===== config.mk =====
export PLATFORM = sky130hd
export DESIGN_NAME = regfile_sequencer
export DESIGN_NICKNAME = d
export VERILOG_FILES = /design/src/rtl/regfile_sequencer.sv
export SDC_FILE = /design/constraint.sdc
export NUM_CORES = 1
export LEC_CHECK = 0
export CORE_ASPECT_RATIO = 1.75
export CORE_MARGIN = 2
export CORE_UTILIZATION = 49
export CTS_BUF_LIST = sky130_fd_sc_hd__clkbuf_4 sky130_fd_sc_hd__clkbuf_8 sky130_fd_sc_hd__clkbuf_16
export CTS_CLUSTER_DIAMETER = 60
export DETAILED_ROUTE_END_ITERATION = 16
export PLACE_DENSITY = 0.78
export RECOVER_POWER = 50
export SYNTH_ARGS = -nofsm -noshare
export SYNTH_HDL_FRONTEND = slang
export SYNTH_SLANG_ARGS = --single-unit

===== constraint.sdc =====
create_clock -name clk -period 4.6 [get_ports clk]
set_input_delay 1.38 -clock clk [delete_from_list [all_inputs] [get_ports clk]]
set_output_delay 1.38 -clock clk [all_outputs]
set_load 0.01 [all_outputs]

===== src/rtl/regfile_sequencer.sv =====
`default_nettype none
// ============================================================================
// Module      : regfile_sequencer
// Description : Accepts one ALU command at a time. It reads two operands from
//               an external 4-entry register file, computes a result and
//               writes that result back to the register file. It then pulses
//               done.
// Revision    : 1.0 - initial release
// ============================================================================
module regfile_sequencer #(
    parameter int W = 32
) (
    input  logic         clk,
    input  logic         reset,
    input  logic         cmd_valid,
    output logic         cmd_ready,
    input  logic [2:0]   cmd_op,
    input  logic [1:0]   cmd_rd,
    input  logic [1:0]   cmd_rs1,
    input  logic [1:0]   cmd_rs2,
    input  logic [W-1:0] cmd_imm,
    output logic         rf_WE,
    output logic [1:0]   rf_addr_input,
    output logic [1:0]   rf_addr_out1,
    output logic [1:0]   rf_addr_out2,
    output logic [W-1:0] rf_data,
    input  logic [W-1:0] rf_out1,
    input  logic [W-1:0] rf_out2,
    output logic         busy,
    output logic         done,
    output logic [W-1:0] result,
    output logic         zero
);

    // Sequencer states
    localparam logic [2:0] C_IDLE  = 3'd0;
    localparam logic [2:0] C_READ  = 3'd1;
    localparam logic [2:0] C_EXEC  = 3'd2;
    localparam logic [2:0] C_WRITE = 3'd3;
    localparam logic [2:0] C_DONE  = 3'd4;

    // Operation codes
    localparam logic [2:0] C_OP_ADD   = 3'b000;
    localparam logic [2:0] C_OP_SUB   = 3'b001;
    localparam logic [2:0] C_OP_AND   = 3'b010;
    localparam logic [2:0] C_OP_OR    = 3'b011;
    localparam logic [2:0] C_OP_XOR   = 3'b100;
    localparam logic [2:0] C_OP_LOADI = 3'b101;
    localparam logic [2:0] C_OP_MOVE  = 3'b110;
    localparam logic [2:0] C_OP_NOP   = 3'b111;

    logic [2:0]   r_state;
    logic [2:0]   r_op;
    logic [1:0]   r_rd;
    logic [1:0]   r_rs1;
    logic [1:0]   r_rs2;
    logic [W-1:0] r_imm;
    logic [W-1:0] r_a;
    logic [W-1:0] r_b;
    logic [W-1:0] r_result;
    logic         r_zero;
    logic [W-1:0] w_alu;

    // Result of the latched operation on the captured operands. NOP keeps the old result.
    always_comb begin
        w_alu = r_result;
        case (r_op)
            C_OP_ADD:   w_alu = r_a + r_b;
            C_OP_SUB:   w_alu = r_a - r_b;
            C_OP_AND:   w_alu = r_a & r_b;
            C_OP_OR:    w_alu = r_a | r_b;
            C_OP_XOR:   w_alu = r_a ^ r_b;
            C_OP_LOADI: w_alu = r_imm;
            C_OP_MOVE:  w_alu = r_a;
            default:    w_alu = r_result;
        endcase
    end

    // Sequencer state and datapath registers. Reset aborts any command in flight.
    always_ff @(posedge clk) begin
        if (reset) begin
            r_state  <= C_IDLE;
            r_op     <= C_OP_NOP;
            r_rd     <= 2'd0;
            r_rs1    <= 2'd0;
            r_rs2    <= 2'd0;
            r_imm    <= '0;
            r_a      <= '0;
            r_b      <= '0;
            r_result <= '0;
            r_zero   <= 1'b1;
        end else begin
            case (r_state)
                C_IDLE: begin
                    // Command fields are only sampled here, so inputs that
                    // change while busy leave the command in flight untouched.
                    if (cmd_valid) begin
                        r_op    <= cmd_op;
                        r_rd    <= cmd_rd;
                        r_rs1   <= cmd_rs1;
                        r_rs2   <= cmd_rs2;
                        r_imm   <= cmd_imm;
                        r_state <= C_READ;
                    end
                end
                C_READ: begin
                    r_a     <= rf_out1;
                    r_b     <= rf_out2;
                    r_state <= C_EXEC;
                end
                C_EXEC: begin
                    if (r_op == C_OP_NOP) begin
                        r_state <= C_DONE;
                    end else begin
                        r_result <= w_alu;
                        r_zero   <= (w_alu == '0);
                        r_state  <= C_WRITE;
                    end
                end
                C_WRITE: r_state <= C_DONE;
                C_DONE:  r_state <= C_IDLE;
                default: r_state <= C_IDLE;
            endcase
        end
    end

    assign cmd_ready     = (r_state == C_IDLE);
    assign busy          = (r_state != C_IDLE);
    assign done          = (r_state == C_DONE);
    assign rf_WE         = (r_state == C_WRITE);
    // Addresses and data are driven from the latched command at all times.
    // The register file ignores them outside READ and WRITE.
    assign rf_addr_input = r_rd;
    assign rf_addr_out1  = r_rs1;
    assign rf_addr_out2  = r_rs2;
    assign rf_data       = r_result;
    assign result        = r_result;
    assign zero          = r_zero;

endmodule
`default_nettype wire

==> impl_metrics.ini <==
[outcome]
status = finished with violations
violations = max-capacitance violations, max-slew violations

[setup_path]
required_ns = 4.85
rr_worst_depth = 20
setup.worst_path.start_class = register
critPathBufInv = 1
cp_common_cell = nand2_1
r2r_slack_ns = 0.27
critPathCaptureType = register
cpLargestDelayFamily = compound AO/OA/AOI/OAI gates
r2r-start = r_b[2]
crit_chain = nor4_4 -> nand4_1 -> nor3b_2 -> buf_4 -> nand2_1 -> nor3_2 -> nand2_1 -> o31ai_1 -> xnor2_1 -> ha_1 -> a21oi_2 -> nand2_1 -> a211oi_1 -> nor2_1 -> a221oi_2 -> o21bai_1 -> xnor2_1 -> o21ai_0 -> a21boi_0 -> a211oi_1
cp_slowest_stage_delay_ns = 0.33
timing.rr.end = result[31]
path_max_fanout = 4
crit_type = reg -> reg
worstPathArrival_ns = 4.57
slowest_stage = dfxtp_1

[clocking]
clock-sinks = 141
clk_path_buf_depth = 2
worstSkewPairLatency_ns = 0.44
root_buffer = clkbuf_16
ctsHoldBuffers = 0
path_clk_slew_ns = 0.06
h-tree-depth = 4
tritoncts = yes
numCtsBuffers = 17

[power_and_ir_drop]
vdd_drop_max_uv = 379
p_per_area_mw_per_mm2 = 373
power_w = 0.00485
p_leak_nw = 5.20

[drt]
dr.pass1.iters = 7
wl_per_cell_um = 19.0
final_antenna_net_count = 0
drtIter0Drc = 837
via_per_inst = 5.86
dr_total_vias = 10700
drc_errors = 0
drt_wl_total_um = 34600

[sta]
max_freq_mhz = 231
final.setup.tns_ns = 0
period_needed_ns = 4.33
tightestPinTransition_ns = 2.47
slew_violations = 232
skew_ns = 0.00625
relSlewSlack_pct = -65.1
rsz0062_at_grt = false
setup_viol = 0
finalHoldViolations = 0
post-route-worst-setup-slack_ns = 0.274
period_share_pct = 94.0

[placement]
portBuffers = 182
place_congestion = 1.02
pre_cts_ws_ns = -0.0551
post-dp-hpwl_um = 26500
place_inst = 1790

[synthesis]
synth_warnings = 0
synth_seq_cells = 141
netlist_area_mm2 = 0.0104
ys.flop_type = dfxtp_1
synth_edf_count = 0
ys_seq_area_share_pct = 27.2
synth_async_sr_flop_share_pct = 0
yosysTopAreaCellShare_pct = 27.2
synth.largest_area_cell = dfxtp_1
postSynthNetCount = 1630
synth.avg_cell_area_um2 = 7.28
syn_inst = 1425
synth.top_cells.by_area = dfxtp_1 27%, ha_1 12%, nand2_1 11%
synth_cell_types = 75

[layout]
n_antenna_cell = 0
fin_nets = 1764
finalNonFillerCells = 1823
area_delta_synth_final_pct = 25.3
utilization_pct = 62.4
final_layout_size_suffix_gt1_share_pct = 8.21

[die]
num_rows = 70
die_h_um = 196
die-area_mm2 = 0.0224
ios = 183
die_x_um = 114
core_mm2 = 0.0208
start_util_pct = 49.8

[run]
drv_cap = 4

[global_route]
grt_start_max_net_pins = 81
grt.overflow.total = 0
grt_usage_pct = 31.1
grt_pass1_wl_um = 54400
grt_pass1_vias = 10200
antenna_found_initial = 0

[worst_hold_path]
hp-start = r_imm[1]
hold_path_class = reg -> reg
whs_path_depth = 2
min_to = r_imm[1]
worst min-delay path, cell delays in order (launching register included):
cell	delay [ns]
dfxtp_1	0.31
nand2_1	0.05
a21oi_1	0.05
layout by cell type (no fill, tap or decap), types with 5 or more instances in the layout:
| cell | synthesis | routed |
|---|---|---|
| a211oi_1 | 24 | 23 |
| a21o_1 | 13 | 13 |
| a21oi_1 | 181 | 175 |
| a21oi_2 | 0 | 6 |
| a221o_1 | 7 | 7 |
| a221oi_1 | 10 | 9 |
| a22oi_1 | 10 | 10 |
| a31oi_1 | 10 | 10 |
| buf_4 | 34 | 57 |
| clkbuf_16 | 0 | 17 |
| clkdlybuf4s50_1 | 0 | 179 |
| dfxtp_1 | 141 | 141 |
| ha_1 | 96 | 95 |
| inv_1 | 80 | 80 |
| mux2i_1 | 24 | 24 |
| nand2_1 | 304 | 304 |
| nand3_1 | 15 | 14 |
| nand4_1 | 17 | 17 |
| nor2_1 | 89 | 88 |
| nor2b_1 | 8 | 7 |
| nor3_1 | 30 | 27 |
| nor4_1 | 15 | 15 |
| o211a_1 | 5 | 5 |
| o211ai_1 | 7 | 7 |
| o21ai_0 | 48 | 48 |
| o22ai_1 | 12 | 12 |
| o31ai_1 | 9 | 8 |
| or2_2 | 6 | 5 |
| or3_1 | 9 | 9 |
| xnor2_1 | 37 | 37 |
| xor2_1 | 5 | 5 |
kinds of logic (layout without fill, tap and decap cells):
family          count (synthesis)  after routing  synth area share [%]
simple gates                  525            525                  22.2
compound gates                387            387                  23.7
buf+inv                       206            352                  8.96
flops                         141            141                  27.2
fa+ha+maj                      97             97                  11.8
xor+xnor                       42             42                  3.55
mux                            27             27                  2.64
state kept, by name, summed over array words and instances (netlist names):
name,cells
r_b,32
zero,1
rf_addr_out1,2
r_state,3
r_op,3
rf_addr_out2,2
rf_addr_input,2
result,32
r_a,32
r_imm,32
synthesized netlist by cell type (5+ instances only):
cell      count
a211oi_1     24
a21o_1       13
a21oi_1     181
a221o_1       7
a221oi_1     10
a22oi_1      10
a31oi_1      10
buf_1         5
buf_2        23
buf_4        34
clkbuf_1     63
dfxtp_1     141
ha_1         96
inv_1        80
mux2i_1      24
nand2_1     304
nand3_1      15
nand4_1      17
nor2_1       89
nor2b_1       8
nor3_1       30
nor3b_1       5
nor4_1       15
o211a_1       5
o211ai_1      7
o21ai_0      48
o22ai_1      12
o31ai_1       9
or2_2         6
or3_1         9
xnor2_1      37
xor2_1        5
timing repair:
action / 4_1_cts / 5_1_grt
endpoints found under the setup margin: 2 / 2
hold endpoints to repair: 0 / 0
buffers inserted: 0 / 2
pin swaps: 0 / 10
gates resized for setup: 3 / 16
worst max path at each step:
| stage | start | end | depth (start not counted) |
|---|---|---|---|
| finish | r_b[2] | result[31] | 20 |
| global route | r_op[0] | zero | 12 |
| CTS | r_b[3] | zero | 19 |
| detailed placement | r_b[3] | zero | 21 |
| global placement | r_b[3] | zero | 21 |
| floorplan | r_op[2] | zero | 18 |
metal layers:
metal / up-vias / GRT usage, % / wire length (µm)
met5: - / 0 / 0
met1: 5032 / 39.4 / 14500
li1: 5200 / - / -
met3: 68 / 4.83 / 2000
met2: 386 / 51.9 / 16700
met4: 0 / 13.4 / 1330
cell type report:
type	instances	area [µm²]
clock buffer	22	482
timing repair buffer	240	2250
tap	252	315
sequential	141	2820
multi-input combinational	1078	6720
clock inverter	9	111
fill	1930	7840
inverter	81	304
stage by stage:
step	instance area [µm²]	hold WS (ns)
2_1_floorplan	10400	0.433
3_3_place_gp	12300	0.442
3_5_place_dp	12300	0.447
4_1_cts	12900	0.455
5_1_grt	13000	0.473
6_report	13000	0.457
report_power, final:
part	internal (W)	total (W)	leakage, nW	switching [W]
combinational	0.000834	0.00205	3.77	0.00121
clock	0.000850	0.00139	0.289	0.000544
sequential	0.00131	0.00141	1.15	0.000100
(Power assumes the default switching activity.)
